## src/rtl/keypad_pkg.sv

```systemverilog
// Shared types for the 4x4 keypad scanner: debounce states, frame results
// and the key-code to ASCII mapping used for the Hack KBD register.
package keypad_pkg;

    typedef enum logic [1:0] {
        ST_IDLE,
        ST_PRESS_DB,
        ST_HELD,
        ST_RELEASE_DB
    } db_state_t;

    typedef enum logic [1:0] {
        FR_NONE,
        FR_SINGLE,
        FR_MULTI
    } frame_res_t;

    // Indexed by row*4 + column; rows read "123A", "456B", "789C", "*0#D".
    localparam logic [7:0] KEY_ASCII [16] = '{
        8'h31, 8'h32, 8'h33, 8'h41,
        8'h34, 8'h35, 8'h36, 8'h42,
        8'h37, 8'h38, 8'h39, 8'h43,
        8'h2A, 8'h30, 8'h23, 8'h44
    };

    function automatic logic [15:0] key_to_kbd(input logic [3:0] code);
        return {8'h00, KEY_ASCII[code]};
    endfunction

endpackage

```

## src/rtl/keypad_debounce.sv

```systemverilog
// Frame-level debounce FSM: turns a stream of per-frame scan results into
// single accept and release events for one key at a time.
module keypad_debounce
    import keypad_pkg::*;
#(
    parameter int DEBOUNCE_FRAMES = 4
) (
    input  logic       clk,
    input  logic       rst,
    input  logic       frame_valid,
    input  frame_res_t frame_res,
    input  logic [3:0] frame_code,
    output logic       accept,
    output logic       release_key,
    output logic [3:0] accept_code
);

    localparam logic [3:0] DB_TARGET = 4'(DEBOUNCE_FRAMES);

    db_state_t  state, state_next;
    logic [3:0] cnt, cnt_next;
    logic [3:0] cand, cand_next;
    logic [3:0] cnt_inc;
    logic       is_single, is_none, single_match;

    assign cnt_inc      = cnt + 4'd1;
    assign is_single    = (frame_res == FR_SINGLE);
    assign is_none      = (frame_res == FR_NONE);
    assign single_match = is_single && (frame_code == cand);

    always_ff @(posedge clk) begin
        if (rst) begin
            state <= ST_IDLE;
            cnt   <= 4'd0;
            cand  <= 4'd0;
        end else begin
            state <= state_next;
            cnt   <= cnt_next;
            cand  <= cand_next;
        end
    end

    always_comb begin
        state_next = state;
        cnt_next   = cnt;
        cand_next  = cand;
        if (frame_valid) begin
            case (state)
                ST_IDLE: begin
                    if (is_single) begin
                        cand_next = frame_code;
                        if (DB_TARGET == 4'd1) begin
                            state_next = ST_HELD;
                            cnt_next   = 4'd0;
                        end else begin
                            state_next = ST_PRESS_DB;
                            cnt_next   = 4'd1;
                        end
                    end
                end
                ST_PRESS_DB: begin
                    if (!single_match) begin
                        state_next = ST_IDLE;
                        cnt_next   = 4'd0;
                    end else if (cnt_inc == DB_TARGET) begin
                        state_next = ST_HELD;
                        cnt_next   = 4'd0;
                    end else begin
                        cnt_next = cnt_inc;
                    end
                end
                ST_HELD: begin
                    if (is_none) begin
                        if (DB_TARGET == 4'd1) begin
                            state_next = ST_IDLE;
                            cnt_next   = 4'd0;
                        end else begin
                            state_next = ST_RELEASE_DB;
                            cnt_next   = 4'd1;
                        end
                    end
                end
                ST_RELEASE_DB: begin
                    // Any key seen during release debounce counts as still held.
                    if (!is_none) begin
                        state_next = ST_HELD;
                        cnt_next   = 4'd0;
                    end else if (cnt_inc == DB_TARGET) begin
                        state_next = ST_IDLE;
                        cnt_next   = 4'd0;
                    end else begin
                        cnt_next = cnt_inc;
                    end
                end
                default: begin
                    state_next = ST_IDLE;
                    cnt_next   = 4'd0;
                end
            endcase
        end
    end

    always_comb begin
        accept      = 1'b0;
        release_key = 1'b0;
        accept_code = cand;
        if (frame_valid) begin
            case (state)
                ST_IDLE: begin
                    if (is_single && DB_TARGET == 4'd1) begin
                        accept      = 1'b1;
                        accept_code = frame_code;
                    end
                end
                ST_PRESS_DB:   accept      = single_match && (cnt_inc == DB_TARGET);
                ST_HELD:       release_key = is_none && (DB_TARGET == 4'd1);
                ST_RELEASE_DB: release_key = is_none && (cnt_inc == DB_TARGET);
                default: begin
                    accept      = 1'b0;
                    release_key = 1'b0;
                end
            endcase
        end
    end

endmodule

```

## src/rtl/keypad_scanner.sv

```systemverilog
// 4x4 matrix keypad scanner: row strobing, column sampling, per-frame
// classification, debounce, a valid/ready event port and a Hack KBD value.
module keypad_scanner
    import keypad_pkg::*;
#(
    parameter int SCAN_DIV        = 50000,
    parameter int DEBOUNCE_FRAMES = 4
) (
    input  logic        clk50,
    input  logic        rst,
    input  logic [3:0]  col,
    output logic [3:0]  row,
    output logic [3:0]  key_code,
    output logic        key_valid,
    input  logic        key_ready,
    output logic [15:0] kbd,
    output logic        key_overrun
);

    localparam int PW = $clog2(SCAN_DIV);

    logic [PW-1:0] presc;
    logic          tick;
    logic [3:0]    col_meta, col_sync;
    logic [1:0]    row_idx;

    logic          acc_found, acc_multi;
    logic [3:0]    acc_code;
    logic [3:0]    row_low;
    logic [1:0]    col_idx;
    logic          sample_none, sample_one;
    logic          merged_found, merged_multi;
    logic [3:0]    merged_code;
    logic          frame_valid;
    frame_res_t    frame_res;

    logic          accept, release_key;
    logic [3:0]    accept_code;

    assign tick        = (presc == PW'(SCAN_DIV - 1));
    assign row         = ~(4'b0001 << row_idx);
    assign frame_valid = tick && (row_idx == 2'd3);

    always_ff @(posedge clk50) begin
        if (rst) begin
            col_meta <= 4'hF;
            col_sync <= 4'hF;
        end else begin
            col_meta <= col;
            col_sync <= col_meta;
        end
    end

    always_ff @(posedge clk50) begin
        if (rst) begin
            presc   <= '0;
            row_idx <= 2'd0;
        end else if (tick) begin
            presc   <= '0;
            row_idx <= row_idx + 2'd1;
        end else begin
            presc <= presc + PW'(1);
        end
    end

    // Fold the current row's sample into what this frame has already seen.
    always_comb begin
        row_low     = ~col_sync;
        sample_none = (row_low == 4'd0);
        sample_one  = $onehot(row_low);
        col_idx     = 2'd0;
        for (int i = 0; i < 4; i++) begin
            if (row_low[i]) col_idx = 2'(i);
        end
        merged_found = acc_found | sample_one;
        merged_multi = acc_multi | (!sample_none && !sample_one) | (acc_found & sample_one);
        merged_code  = acc_found ? acc_code : {row_idx, col_idx};
        if (merged_multi)      frame_res = FR_MULTI;
        else if (merged_found) frame_res = FR_SINGLE;
        else                   frame_res = FR_NONE;
    end

    always_ff @(posedge clk50) begin
        if (rst || frame_valid) begin
            acc_found <= 1'b0;
            acc_multi <= 1'b0;
            acc_code  <= 4'd0;
        end else if (tick) begin
            acc_found <= merged_found;
            acc_multi <= merged_multi;
            acc_code  <= merged_code;
        end
    end

    keypad_debounce #(
        .DEBOUNCE_FRAMES(DEBOUNCE_FRAMES)
    ) u_debounce (
        .clk         (clk50),
        .rst         (rst),
        .frame_valid (frame_valid),
        .frame_res   (frame_res),
        .frame_code  (merged_code),
        .accept      (accept),
        .release_key (release_key),
        .accept_code (accept_code)
    );

    // A new press replaces the pending one only if the consumer takes it now.
    always_ff @(posedge clk50) begin
        if (rst) begin
            key_code    <= 4'd0;
            key_valid   <= 1'b0;
            key_overrun <= 1'b0;
            kbd         <= 16'd0;
        end else begin
            if (accept) begin
                kbd <= key_to_kbd(accept_code);
                if (!key_valid || key_ready) begin
                    key_code  <= accept_code;
                    key_valid <= 1'b1;
                end else begin
                    key_overrun <= 1'b1;
                end
            end else begin
                if (release_key) kbd <= 16'd0;
                if (key_valid && key_ready) key_valid <= 1'b0;
            end
        end
    end

endmodule
```

## config.mk

```make
export PLATFORM = sky130hd
export DESIGN_NAME = keypad_scanner
export DESIGN_NICKNAME = d
export VERILOG_FILES = /design/src/rtl/keypad_pkg.sv /design/src/rtl/keypad_debounce.sv /design/src/rtl/keypad_scanner.sv
export SDC_FILE = /design/constraint.sdc
export NUM_CORES = 1
export LEC_CHECK = 0
export CAP_MARGIN = 20
export CORE_UTILIZATION = 58
export CTS_BUF_LIST = sky130_fd_sc_hd__clkbuf_8
export DETAILED_ROUTE_END_ITERATION = 10
export PLACE_DENSITY = 0.82
export REMOVE_ABC_BUFFERS = 1
export SYNTH_ARGS = -nofsm -noshare
export SYNTH_HDL_FRONTEND = slang
export SYNTH_SLANG_ARGS = --single-unit
```

## constraint.sdc

```tcl
create_clock -name clk50 -period 4.2 [get_ports clk50]
set_input_delay 0.42 -clock clk50 [delete_from_list [all_inputs] [get_ports clk50]]
set_output_delay 0.42 -clock clk50 [all_outputs]
set_load 0.01 [all_outputs]
```

==> flow_summary.json <==
{
  "placed_cells": 403,
  "cp.arrival_ps": 3520,
  "hold_path.class": "reg -> reg",
  "fin_tns_setup_ps": 0,
  "grt_pass1_wl_um": 8749,
  "synth-edff-count": 0,
  "fp.dieH_um": 71.95,
  "ys.warnings.count": 0,
  "cp.required_ps": 4450,
  "worstPathCellList": "fa_1 > inv_1 > ha_1 > ha_1 > nor3b_1 > nor2_1 > and4_1 > a31o_2 > a21oi_1 > a22o_1",
  "slew_violations": 0,
  "grt_max_degree": 26,
  "htree_levels": 2,
  "finalSetupViolCount": 0,
  "synth-simple-area-share": 0.2597,
  "max_stage_delay_ps": 540,
  "ys_seq_elements": 55,
  "r2r-start": "col_sync[0]$_SDFF_PP1_",
  "ctsResizeCount": 0,
  "cp-start-kind": "register",
  "antenna_found_initial": 0,
  "critPathKind": "reg -> reg",
  "diodes": 0,
  "synth_compound_area_frac": 0.1336,
  "vias": 2246,
  "cts_sinks": 55,
  "min_period_ps": 3272,
  "wl_per_cell_um": 12.23,
  "rows": 25,
  "port_buffers": 23,
  "design_area_um2": 3178,
  "synth_fa_ha_area_frac": 0.07760,
  "drive_gt1_frac": 0.08746,
  "cts_setup_buffers": 0,
  "hold_violations": 0,
  "avgViaCountPerCell": 5.478,
  "track_usage": 0.2125,
  "root_buffer": "clkbuf_8",
  "seqPwrFrac": 0.584,
  "tightest_slew_ps": 836.6,
  "die_area_um2": 5176,
  "cellLeakagePower_nw": 1.184,
  "final_cells": 410,
  "finalWeightedCongestion": 0.7836,
  "cts_buffer_depth": 2,
  "yosys.area.top_type": "dfxtp_1",
  "startpoint": "col_sync[0]$_SDFF_PP1_",
  "finalCritPeriodShare": 0.7792,
  "hpwl_um": 3623,
  "die_x_um": 71.95,
  "rsz0062_at_grt": "no",
  "syn_inst": 326,
  "clock_latency_ps": 300,
  "whs_ps": 415.4,
  "p_int_mw": 0.7193,
  "yosysUniqueCellTypes": 50,
  "cts.clk_slew.worst_paths_ps": 90,
  "maxSlewHeadroom": 0.4405,
  "grt_remaining_overflow": 0,
  "drt_iter0_markers": 111,
  "fin_ws_ps": 927.5,
  "pwr-share-clk": 0.363,
  "p_total_mw": 0.9088,
  "synth_top_cell_area_share": 0.3880,
  "synth_async_sr_flop_share": 0,
  "netlist_area_um2": 2838,
  "io_pins": 33,
  "numCtsBuffers": 5,
  "fin_util": 0.6728,
  "drc_errors": 0,
  "power_density_nw_per_um2": 286.0,
  "critPathMaxFanout": 7,
  "ir_worst_vdd_mv": 0.1770,
  "initial_core_util": 0.6008,
  "use_met1": 0.2568,
  "grt-busiest-layer": "met2",
  "use_met2": 0.3564,
  "power_frac_comb": 0.053,
  "pre_cts_ws_ps": 959.0,
  "min_from": "col_meta[2]$_SDFF_PP1_",
  "outcome": "finished, final reports clean",
  "synthFlopType": "dfxtp_1",
  "switching_share": 0.2085,
  "synth_top_family_by_area": "simple AND/OR/NAND/NOR gates",
  "firstDrtPassIters": 4,
  "path_common_cell": "ha_1",
  "max_clock_freq_mhz": 305.6,
  "coreArea_um2": 4723,
  "finalClockSkew_ps": 7.487,
  "synth_mux_area_frac": 0.03307,
  "holdBufCountCts": 0,
  "wl_um": 5013,
  "gr-usage-met3": 0.04583,
  "switching_power_mw": 0.1895,
  "worst_path_max_delay_cell": "nor3b_1",
  "synthTopCellsByCount": "dfxtp_1, nor2_1, a21oi_1, inv_1, ha_1",
  "critPathCaptureType": "register",
  "yosysSeqAreaShare": 0.3880,
  "yosysMostFrequentCell": "dfxtp_1",
  "cts_tree": "built",
  "synth_xor_area_frac": 0.04012,
  "maxCapViolations": 0,
  "place_area_um2": 3075,
  "fin_nets": 367,
  "ant_nets": 0,
  "area_growth_pct": 11.99,
  "grt_pass1_vias": 2081,
  "synth_area_leaders": "dfxtp_1, ha_1, a21oi_1, nor2_1, nand3_1",
  "reg2reg_slack_ps": 930,
  "syn_avg_cell_area_um2": 8.705
}
-- placed cells by master (no fill, tap or decap), types with 4 or more instances in the layout --
cell type and count:
ha_1 16, a21oi_1 27, or2_2 10, nand2b_1 7, clkdlybuf4s50_1 23, nor2b_1 7
nand2_1 13, conb_1 9, nand4_1 7, a22o_1 7, clkbuf_8 5, o21ai_0 10
nand3_1 14, nor3b_1 4, or3_1 4, o31ai_1 5, nor2_1 35, dfxtp_1 55
xor2_1 5, mux2i_1 6, nor3_1 5, xnor2_1 8, inv_1 19
-- registers in the layout (all words and copies together) (netlist names), 2 cells and up --
name,count
row_idx,2
u_debounce.state,2
acc_code,4
presc,16
u_debounce.accept_code,4
kbd,7
col_meta,4
col_sync,4
u_debounce.cnt,4
key_code,4
-- kinds of logic (layout without fill, tap and decap cells) --
| logic type | count (synthesis) | after routing |
|---|---|---|
| AO/OA/AOI/OAI | 62 | 62 |
| multiplexers | 9 | 9 |
| other | 1 | 9 |
| adder cells (fa/ha/maj) | 17 | 17 |
| AND/OR/NAND/NOR | 128 | 128 |
| flip-flops | 55 | 55 |
| buffers and inverters | 41 | 50 |
| XOR/XNOR | 13 | 13 |
-- layout make-up --
class                           instances  area [um2]
Tap cell                               67       83.83
Sequential cell                        55        1101
Multi-Input combinational cell        238        1578
Clock buffer                            5       68.82
Timing Repair Buffer                   25       245.2
Clock inverter                          2       33.78
Inverter                               18       67.56
Fill cell                             407        1545
-- path summary, 6_finish.rpt --
path	end	depth (start not counted)
worst max-delay path	kbd[1]$_SDFFE_PP0P_	10
worst min-delay path	col_sync[2]$_SDFF_PP1_	1
worst max register to register	kbd[1]$_SDFFE_PP0P_	10
worst min register to register	col_sync[2]$_SDFF_PP1_	1
-- per-layer routing --
| metal | part of all wire | wire length (um) |
|---|---|---|
| met2 | 0.48 | 2391 |
| met3 | 0.034 | 169 |
| met4 | 0.028 | 140 |
| met1 | 0.46 | 2310 |
| met5 | 0 | 0 |
-- power groups by stage --
| stage | Sequential (mW) | Combinational, mW | Clock [mW] |
|---|---|---|---|
| 2_1_floorplan | 0.542 | 0.0314 | 0 |
| 5_1_grt | 0.531 | 0.0549 | 0.356 |
| 6_report | 0.530 | 0.0483 | 0.330 |
| 4_1_cts | 0.530 | 0.0485 | 0.340 |
| 3_3_place_gp | 0.542 | 0.0468 | 0 |
| 3_5_place_dp | 0.543 | 0.0482 | 0 |
-- worst max-delay path: cells and delay by family (launching register included) --
kind / cells / cell delay, ps
buffers and inverters: 1 / 40
DFF: 1 / 340
and+or+nand+nor: 3 / 930
AOI/OAI and AO/OA: 3 / 940
adders and majority gates: 3 / 990
No activity file was read; power rests on OpenSTA's default activity.
